==> config.mk <==
export PLATFORM = sky130hd
export DESIGN_NAME = shooter_controller
export DESIGN_NICKNAME = d
export VERILOG_FILES = /design/src/rtl/shooter_pkg.sv /design/src/rtl/sync_edge_detect.sv /design/src/rtl/shooter_controller.sv
export SDC_FILE = /design/constraint.sdc
export NUM_CORES = 1
export LEC_CHECK = 0
export CORE_ASPECT_RATIO = 1.1
export CORE_UTILIZATION = 45
export CTS_CLUSTER_DIAMETER = 150
export DETAILED_ROUTE_END_ITERATION = 7
export PLACE_DENSITY = 0.68
export SLEW_MARGIN = 20
export SYNTH_ARGS = -nofsm -noshare
export SYNTH_HDL_FRONTEND = slang
export SYNTH_SLANG_ARGS = --single-unit
==> constraint.sdc <==
create_clock -name Clk -period 6.5 [get_ports Clk]
set_clock_uncertainty 0.05 [all_clocks]
set_input_delay 1.95 -clock Clk [delete_from_list [all_inputs] [get_ports Clk]]
set_output_delay 1.95 -clock Clk [all_outputs]
set_load 0.005 [all_outputs]
==> src/rtl/shooter_pkg.sv <==
// Shared definitions for the shooter sprite path (controller and color_mapper).
// Contents: facing-direction enum, HID keycodes for WASD, blue floor bounds and sprite size.
package shooter_pkg;

  typedef enum logic [1:0] {
    DIR_UP    = 2'b00,
    DIR_RIGHT = 2'b01,
    DIR_DOWN  = 2'b10,
    DIR_LEFT  = 2'b11
  } dir_t;

  localparam logic [7:0] KEY_W = 8'h1A;
  localparam logic [7:0] KEY_A = 8'h04;
  localparam logic [7:0] KEY_S = 8'h16;
  localparam logic [7:0] KEY_D = 8'h07;

  // Inclusive pixel bounds of the blue floor region.
  localparam int unsigned FLOOR_X_LO = 32;
  localparam int unsigned FLOOR_X_HI = 607;
  localparam int unsigned FLOOR_Y_LO = 62;
  localparam int unsigned FLOOR_Y_HI = 447;

  localparam int unsigned SPRITE_W = 32;

endpackage

==> src/rtl/sync_edge_detect.sv <==
// Two-flop synchronizer for an asynchronous strobe, followed by a rising-edge detector.
// Ports:
//   clk_i    - destination clock
//   rst_ni   - asynchronous active-low reset
//   async_i  - asynchronous input level
//   pulse_o  - one-cycle pulse on each synchronized 0->1 transition
module sync_edge_detect (
  input  logic clk_i,
  input  logic rst_ni,
  input  logic async_i,
  output logic pulse_o
);

  logic sync1_q, sync2_q, prev_q;

  always_ff @(posedge clk_i or negedge rst_ni) begin
    if (!rst_ni) begin
      sync1_q <= 1'b0;
      sync2_q <= 1'b0;
      prev_q  <= 1'b0;
    end else begin
      sync1_q <= async_i;
      sync2_q <= sync1_q;
      prev_q  <= sync2_q;
    end
  end

  assign pulse_o = sync2_q & ~prev_q;

endmodule

==> src/rtl/shooter_controller.sv <==
// Shooter sprite controller: once per video frame samples the keycode, updates facing,
// moves the 32x32 sprite by STEP clamped to the floor, and advances a walk-animation index.
// Ports:
//   Clk, Reset_n - system clock, asynchronous active-low reset
//   frame_clk    - VGA vsync (asynchronous), rising edge starts a frame update
//   keycode      - USB HID keycode, 0x00 = no key
//   ShooterX/Y   - sprite upper-left pixel
//   ShooterDir   - facing (00 up, 01 right, 10 down, 11 left)
//   moving       - last update decoded a movement key
//   anim_idx     - walk-animation frame index
module shooter_controller
  import shooter_pkg::*;
#(
  parameter int unsigned STEP     = 4,
  parameter int unsigned ANIM_DIV = 8,
  parameter int unsigned X_MIN    = FLOOR_X_LO,
  parameter int unsigned X_MAX    = FLOOR_X_HI - SPRITE_W + 1,
  parameter int unsigned Y_MIN    = FLOOR_Y_LO,
  parameter int unsigned Y_MAX    = FLOOR_Y_HI - SPRITE_W + 1,
  parameter int unsigned X_SPAWN  = 304,
  parameter int unsigned Y_SPAWN  = 239
) (
  input  logic       Clk,
  input  logic       Reset_n,
  input  logic       frame_clk,
  input  logic [7:0] keycode,
  output logic [9:0] ShooterX,
  output logic [9:0] ShooterY,
  output logic [1:0] ShooterDir,
  output logic       moving,
  output logic [1:0] anim_idx
);

  localparam int unsigned AnimW = (ANIM_DIV > 1) ? $clog2(ANIM_DIV) : 1;
  localparam logic [AnimW-1:0] AnimLast = AnimW'(ANIM_DIV - 1);

  // 11-bit signed so that MIN - STEP stays negative instead of wrapping.
  localparam logic signed [10:0] StepS = 11'(STEP);
  localparam logic signed [10:0] XMinS = 11'(X_MIN);
  localparam logic signed [10:0] XMaxS = 11'(X_MAX);
  localparam logic signed [10:0] YMinS = 11'(Y_MIN);
  localparam logic signed [10:0] YMaxS = 11'(Y_MAX);

  typedef enum logic [1:0] {StIdle, StSample, StUpdate} state_e;

  state_e           state_q;
  logic [7:0]       key_q;
  logic [9:0]       x_q, y_q;
  dir_t             dir_q;
  logic             moving_q;
  logic [1:0]       anim_q;
  logic [AnimW-1:0] anim_cnt_q;
  logic             frame_tick;

  sync_edge_detect u_frame_sync (
    .clk_i  (Clk),
    .rst_ni (Reset_n),
    .async_i(frame_clk),
    .pulse_o(frame_tick)
  );

  logic                key_valid;
  dir_t                key_dir;
  logic signed [10:0]  dx, dy, x_sum, y_sum;
  logic [9:0]          x_d, y_d;

  always_comb begin
    key_valid = 1'b1;
    key_dir   = dir_q;
    dx        = '0;
    dy        = '0;
    case (key_q)
      KEY_W: begin key_dir = DIR_UP;    dy = -StepS; end
      KEY_D: begin key_dir = DIR_RIGHT; dx =  StepS; end
      KEY_S: begin key_dir = DIR_DOWN;  dy =  StepS; end
      KEY_A: begin key_dir = DIR_LEFT;  dx = -StepS; end
      default: key_valid = 1'b0;
    endcase

    x_sum = $signed({1'b0, x_q}) + dx;
    y_sum = $signed({1'b0, y_q}) + dy;

    if (x_sum < XMinS)      x_d = 10'(X_MIN);
    else if (x_sum > XMaxS) x_d = 10'(X_MAX);
    else                    x_d = x_sum[9:0];

    if (y_sum < YMinS)      y_d = 10'(Y_MIN);
    else if (y_sum > YMaxS) y_d = 10'(Y_MAX);
    else                    y_d = y_sum[9:0];
  end

  always_ff @(posedge Clk or negedge Reset_n) begin
    if (!Reset_n) begin
      state_q    <= StIdle;
      key_q      <= '0;
      x_q        <= 10'(X_SPAWN);
      y_q        <= 10'(Y_SPAWN);
      dir_q      <= DIR_UP;
      moving_q   <= 1'b0;
      anim_q     <= '0;
      anim_cnt_q <= '0;
    end else begin
      unique case (state_q)
        StIdle: begin
          if (frame_tick) state_q <= StSample;
        end
        StSample: begin
          key_q   <= keycode;
          state_q <= StUpdate;
        end
        StUpdate: begin
          state_q  <= StIdle;
          x_q      <= x_d;
          y_q      <= y_d;
          dir_q    <= key_dir;
          moving_q <= key_valid;
          if (key_valid) begin
            if (anim_cnt_q == AnimLast) begin
              anim_cnt_q <= '0;
              anim_q     <= anim_q + 2'd1;
            end else begin
              anim_cnt_q <= anim_cnt_q + AnimW'(1);
            end
          end else begin
            anim_cnt_q <= '0;
            anim_q     <= '0;
          end
        end
        default: state_q <= StIdle;
      endcase
    end
  end

  assign ShooterX   = x_q;
  assign ShooterY   = y_q;
  assign ShooterDir = dir_q;
  assign moving     = moving_q;
  assign anim_idx   = anim_q;

endmodule
==> key figures, run 1 <==
Outcome
  • Status: finished, final reports clean

Power
  • Logic pwr share: about 41%
  • Switching Share: 34.67%
  • Flop pwr share: around 37%
  • VDD IR max: approximately 0.14 mV
  • Pleak: 0.001387 uW
  • NetSw: 333.2 uW
  • Internal power: 627.7 uW
  • Clk pwr share: 21.5%
  • Power density over the cells: 309.5 nW/um^2

STA
  • Final setup violating endpoints: 0
  • Minimum clock period: 3.458 ns
  • RSZ-0062 raised after global routing: false
  • Slew Limit Fails: 0
  • TNS Setup: 0 ns
  • Fin. Hold Viols: 0
  • Maximum clock frequency: between 200 and 300 MHz
  • Worst rel slew slack: a little over two fifths
  • Actual slew at the worst max-slew pin: 0.8492 ns
  • Final Cycle Share: 53.20%

Clocking
  • # H-tree levels: 2
  • CTS tree: done
  • Number of hold buffers added after cts: 0
  • CTS Buf Count: 5
  • Post-cts repair resize count: 0
  • Root Driver: clkbuf_8
  • Clk slew on worst S/H paths: 0.07 ns
  • CTS Sinks: 39
  • Post-CTS Setup Inserts: 0
  • Max clock buf depth: 2
  • Skew-Pair Late Insertion Delay: 0.29 ns

Final layout
  • Nets: 332
  • Filler cells: ~530
  • Utilization after layout: 56.80%
  • Layout area overhead: 19.39%
  • Layout cells sized above 1: 12.58%
  • Antenna Cells: 0

Worst setup path
  • Critical Path Slowest Stage Cell: or3_4
  • Reg2Reg Depth: 11
  • Crit-path cells: or3_4 -> nor3_1 -> nand2_1 -> inv_1 -> ha_1 -> a21oi_1 -> o21bai_1 -> a311oi_1 -> xnor2_1 -> nand2_1 -> o31ai_1
  • Cell family with most CP delay: compound AO/OA/AOI/OAI gates
  • Worst setup EP type: register
  • Setup crit start kind: register
  • RR Startpoint: key_q[7]
  • Crit path required time: approximately 6.6 ns
  • Critical Path Max Stage Delay: 0.42 ns
  • CP Launch Point: key_q[7]
  • Most used cell, CP: nand2_1
  • CP Max Fanout: 8
  • CP Depth: 11
  • Worst endpoint data arrival time: between 3 and 4 ns
  • Bufs and invs on worst path: 1
  • Critical path type: register to register

Route
  • DRC violations left: 0
  • WL per Instance: about 14 um
  • Vias per inst: 5.634
  • Routed WL: approximately 5400 um
  • Drt initial violations: around 110
  • Vias after detailed routing: between 2000 and 2500
  • Routed Antenna Nets: 0
  • Total iterations of the first detailed-routing run: 4

GRT
  • First-pass GRT wire length: 9011 um
  • Antenna violations before repair: 0
  • Overflow after GRT: 0
  • Gr usage total: 19.23%
  • Number of global-route vias before repair: approximately 2000
  • Largest net degree at the start of global routing: 40

Yosys
  • Share of the synthesized area in the top cell type: 27.91%
  • Top-count cell post-synth: nand2_1
  • Synth Register Bits: 39
  • Synth top area cells: dfrtp_1 28%, dfstp_2 10%, ha_1 8.7%
  • Ys async rst share: 100.0%
  • Post-synth top area cell: dfrtp_1
  • Synthesized area: roughly 2600 sq um
  • Synth unique cells: 57
  • Top FF cell, synth: dfrtp_1
  • Syn avg cell area: 9.665 sq um
  • EDFF count, synth: 0
  • Commonest cells in the netlist: 36 x nand2_1, 29 x dfrtp_1, 18 x ha_1, 15 x a21oi_1, 15 x nor2_1
  • Synth warn: 0
  • Post-synthesis sequential area ratio: 38.02%
  • Post-Synthesis Cells: 269

Die
  • Die H: 81.72 um
  • Core area: 5465 sq um
  • Initial Utilization: a little under half
  • Die area: 6086 sq um
  • Horiz. Die Dim: 74.48 um
  • Cell row count: 28
  • IO Count: 36

Worst hold path
  • Hold Startpoint: u_frame_sync.sync1_q
  • Hold Crit Class: register to register
  • WHS Path Cells: 0

Placed design
  • Routability cong.: a little over 0.8
  • # port buffers: 33
  • Detailed placer's ending HPWL: 4080 um

Run
  • Maxcap violations: 0
## path summary, 6_finish.rpt
kind / endpoint / slack [ns]
worst max-delay path: ShooterX[7] / 3.04
worst min-delay path: u_frame_sync.sync2_q / 0.33
worst max register to register: ShooterX[7] / 3.04
worst min register to register: u_frame_sync.sync2_q / 0.33
max in group asynchronous: ShooterY[8] / 4.15
min in group asynchronous: key_q[1] / 1.72
## metrics by stage
step / std cells / instance area (sq um) / setup WS, ns / total power, uW / hold WS [ns]
finish: 377 / 3104 / 3.042 / 960.9 / 0.3251
global route: 377 / 3104 / 2.771 / 1032 / 0.3321
CTS: 377 / 3102 / 3.067 / 967.2 / 0.3259
detailed placement: 369 / 2984 / 3.085 / 757.0 / 0.2855
global placement: 369 / 2984 / 3.138 / 753.3 / 0.2878
floorplan: 270 / 2604 / 3.445 / 611.1 / 0.2812
## power groups by stage
stage / sequential, uW / combinational (uW) / clock [uW]
finish: 357 / 397 / 206
global placement: 362 / 391 / 0
detailed placement: 362 / 395 / 0
floorplan: 353 / 258 / 0
global route: 366 / 442 / 225
CTS: 358 / 396 / 212
## routing by layer
layer  part of all wire (%)  GRT usage [%]
met2                     50          32.70
met3                    3.3          4.294
met5                      0              0
met4                    1.4          6.038
met1                     46          24.09
## layout by cell type (no fill, tap or decap), types with 3 or more instances in the layout
cell type	instances
a211oi_1	3
a21o_1	8
a21oi_1	15
a22o_1	3
clkbuf_8	6
clkdlybuf4s50_1	32
dfrtp_1	29
dfstp_2	10
ha_1	18
inv_1	5
mux2_2	10
nand2_1	36
nand2b_1	5
nand3_1	6
nor2_1	15
nor3_1	10
o2111ai_1	3
o211ai_1	7
o21ai_0	12
o31ai_1	7
xnor2_1	7
xor2_1	5
## flip-flops by register name, indices dropped and copies added (netlist names)
| register | count |
|---|---|
| key_q | 8 |
| moving | 1 |
| anim_cnt_q | 3 |
| anim_idx | 2 |
| u_frame_sync.prev_q | 1 |
| u_frame_sync.sync2_q | 1 |
| u_frame_sync.sync1_q | 1 |
| ShooterX | 8 |
| state_q | 2 |
| ShooterY | 10 |
| ShooterDir | 2 |
## kinds of logic (layout without fill, tap and decap cells)
logic type | count (synthesis) | count (layout) | share of synthesized area [%]
adder cells (fa/ha/maj) | 21 | 21 | 10.59
XOR/XNOR | 12 | 12 | 4.042
AO/OA/AOI/OAI | 78 | 78 | 22.19
flip-flops | 39 | 39 | 38.02
multiplexers | 11 | 11 | 4.716
buffers and inverters | 15 | 47 | 2.502
other | 1 | 2 | 0.1442
AND/OR/NAND/NOR | 92 | 92 | 17.81
## cell type report
| type | count | area, sq um | share of cell area [%] |
|---|---|---|---|
| Clock buffer | 6 | 82.58 | 2.660 |
| Multi-Input combinational cell | 216 | 1553 | 50.02 |
| Clock inverter | 2 | 35.03 | 1.129 |
| Timing Repair Buffer | 34 | 332.8 | 10.72 |
| Inverter | 5 | 18.77 | 0.6046 |
| Sequential cell | 39 | 988.4 | 31.84 |
| Tap cell | 75 | 93.84 | 3.023 |
Note: power is estimated with default switching activity, not from simulation.
==> inputs of run 2 (changes only) <==
--- a/config.mk
+++ b/config.mk
@@ -9,7 +9,7 @@
 export CORE_UTILIZATION = 45
 export CTS_CLUSTER_DIAMETER = 150
 export DETAILED_ROUTE_END_ITERATION = 7
-export PLACE_DENSITY = 0.68
+export PLACE_DENSITY = 0.7
 export SLEW_MARGIN = 20
 export SYNTH_ARGS = -nofsm -noshare
 export SYNTH_HDL_FRONTEND = slang
==> constraint.sdc (replaced) <==
create_clock -name Clk -period 2.9 [get_ports Clk]
set_clock_uncertainty 0.05 [all_clocks]
set_input_delay 0.87 -clock Clk [delete_from_list [all_inputs] [get_ports Clk]]
set_output_delay 0.87 -clock Clk [all_outputs]
set_load 0.005 [all_outputs]
==> run 2 against run 1 <==
The flow now finishes with violations (setup timing). Sequential share of layout area is 7.7 points lower. Routed wire length is 43% higher. Non-clock buffer count is 71 higher. Combinational power grew to 3.9 times the previous value. Power grew to 2.9 times the previous value. Highest routed layer unchanged.
==> key figures, run 2 (synthesized netlist as in run 1, its figures left out) <==
Worst setup path
  • CP Max Fanout: 8
  • Cell family with most CP delay: compound AO/OA/AOI/OAI gates
  • Critical Path Slowest Stage Cell: or3_4
  • Endpoint of the worst register-to-register path: ShooterX[3]
  • Worst endpoint data arrival time: 3.11 ns
  • Worst setup EP type: register
  • Critical path type: register to register
  • Reg2Reg Depth: 12
  • Setup crit start kind: register
  • Critical Path Max Stage Delay: 0.44 ns
  • RR Startpoint: key_q[7]
  • Flop2flop setup slack: -0.07 ns
  • Crit path required time: slightly above 3 ns
  • Bufs and invs on worst path: 2
  • Crit-path cells: or3_4 -> nor3_2 -> nand2_2 -> clkinv_4 -> ha_1 -> a21oi_2 -> buf_4 -> o21ai_1 -> nor2_1 -> o311a_1 -> o31ai_4 -> o31ai_2

STA
  • Fin. Hold Viols: 0
  • Maximum clock frequency: 336.8 MHz
  • Worst rel slew slack: 41.26%
  • Minimum clock period: ~3 ns
  • Worst hold margin: between 0.3 and 0.4 ns
  • Actual slew at the worst max-slew pin: about 0.9 ns
  • Final setup violating endpoints: 10
  • RSZ-0062 raised after global routing: true
  • Worst setup margin: -0.06926 ns
  • Final Cycle Share: 102.4%
  • TNS Setup: -0.2905 ns
  • Slew Limit Fails: 0

Final layout
  • Final design area excluding fillers: approximately 4100 sq um
  • Largest register FFs: 10
  • Nets: 403
  • Layout cells sized above 1: 44.77%
  • Most common library cell in the layout ignoring fill and taps: buf_4
  • Cell Count, Final, Fillers Out: 448
  • Layout area overhead: 57.84%
  • Sequential Area: 992.2 sq um
  • Multi-input gate area: 1981 sq um
  • Antenna Cells: 0
  • Most frequent cells in the layout: 64 x buf_4, 32 x nand2_1, 32 x clkdlybuf4s50_1
  • Filler cells: approximately 380

Worst hold path
  • WHS Path Cells: 0
  • Hold Startpoint: u_frame_sync.sync1_q
  • Hold Crit Class: register to register
  • Min-Delay Endpoint: u_frame_sync.sync2_q

Clocking
  • Max clock buf depth: 2
  • # H-tree levels: 2
  • CTS tree: done
  • CTS Buf Count: 5
  • Number of hold buffers added after cts: 0
  • Clk slew on worst S/H paths: 0.08 ns
  • Skew-Pair Late Insertion Delay: 0.30 ns
  • Root Driver: clkbuf_8
  • CTS Sinks: 39

Placed design
  • # port buffers: 33
  • Routability cong.: roughly 0.84
  • Placed cell area: 3366 sq um
  • Cells after DPL: 417
  • Detailed placer's ending HPWL: 4606 um

Die
  • IO Count: 36
  • Cell row count: 28
  • Initial Utilization: a little under half
  • Horiz. Die Dim: 74.48 um
  • Die H: roughly 82 um
  • Core area: ~5500 sq um
  • Die area: roughly 6100 sq um

Power
  • Logic pwr share: 54.1%
  • Internal power: 1764 uW
  • Switching Share: 37.52%
  • Pleak: 0.001770 uW
  • VDD IR max: between 0.6 and 0.7 mV
  • NetSw: 1060 uW
  • Flop pwr share: 29.6%
  • Power density over the cells: 688.0 nW/um^2
  • Clk pwr share: 16.3%

Route
  • Routed Antenna Nets: 0
  • Routed WL: 7679 um
  • Vias per inst: 5.676
  • WL per Instance: 17.14 um
  • Vias after detailed routing: 2543
  • DRC violations left: 0
  • Total iterations of the first detailed-routing run: 4
  • Drt initial violations: 131

GRT
  • Number of global-route vias before repair: 2407
  • Antenna violations before repair: 0
  • Largest net degree at the start of global routing: 40
  • Gr usage total: roughly a quarter
  • Overflow after GRT: 0
  • First-pass GRT wire length: 10860 um

Outcome
  • Status: finished, violations left
  • Failing checks: setup timing

Run
  • Maxcap violations: 0
## run 2: cell count changes in the layout (fill, tap and decap cells not counted), moves of 6 or more
cell,delta
buf_4,+63
ha_4,+7
o31ai_1,-7
a21oi_1,-6
buf_6,+8
ha_1,-10
## run 2: worst max-delay path by stage
| stage | startpoint | endpoint | depth (start not counted) |
|---|---|---|---|
| after floorplan | key_q[0] | ShooterY[0] | 11 |
| after global placement | key_q[7] | ShooterX[5] | 10 |
| after detailed placement | key_q[7] | ShooterX[2] | 10 |
| after CTS | key_q[7] | ShooterY[4] | 11 |
| after global routing | key_q[3] | ShooterY[4] | 11 |
| final | key_q[7] | ShooterX[3] | 12 |
## run 2: per-layer routing
metal | vias up | wire [um] | GRT usage, %
li1 | 1208 | - | -
met1 | 1261 | 3159 | 28.53
met2 | 57 | 4085 | 41.44
met3 | 17 | 228 | 3.926
met4 | 0 | 204 | 7.358
met5 | - | 0 | 0
## run 2: final cells by class
class	instances	area share [%]
clock buffers	6	1.768
clock inverters	2	0.9146
inverters	5	0.7622
multi-input cells	216	48.26
flip-flops and latches	39	24.18
well taps	75	2.287
repair buffers	105	21.83
## run 2: power by group through the flow
stage	Clock [uW]	Combinational [uW]	Sequential, uW
after floorplan	0	592	794
after detailed placement	0	1130	809
after global placement	0	1110	807
final	460	1530	835
after global routing	490	1650	848
after CTS	460	1310	813
## run 2: what timing repair did
| item | CTS | global route |
|---|---|---|
| pin swaps | 23 | 27 |
| gates resized for setup | 34 | 53 |
| setup endpoints to repair | 16 | 17 |
| endpoints found under the hold margin | 0 | 0 |
| setup buffers | 14 | 9 |
## run 2: metrics by stage
step,utilization [%],total power (uW),setup WS (ns)
floorplan,-,1385,-0.03613
detailed placement,61.58,1942,-0.1962
global route,75.09,2988,-0.1739
finish,75.09,2824,-0.06926
CTS,68.54,2586,-0.07659
global placement,61.58,1917,-0.1680
==> inputs of run 3 (changes only) <==
--- a/config.mk
+++ b/config.mk
@@ -7,7 +7,6 @@
 export LEC_CHECK = 0
 export CORE_ASPECT_RATIO = 1.1
 export CORE_UTILIZATION = 45
-export CTS_CLUSTER_DIAMETER = 150
 export DETAILED_ROUTE_END_ITERATION = 7
 export PLACE_DENSITY = 0.7
 export SLEW_MARGIN = 20
==> results of run 3 <==
No change in the layout: final DEF, timing and power equal those of run 2.
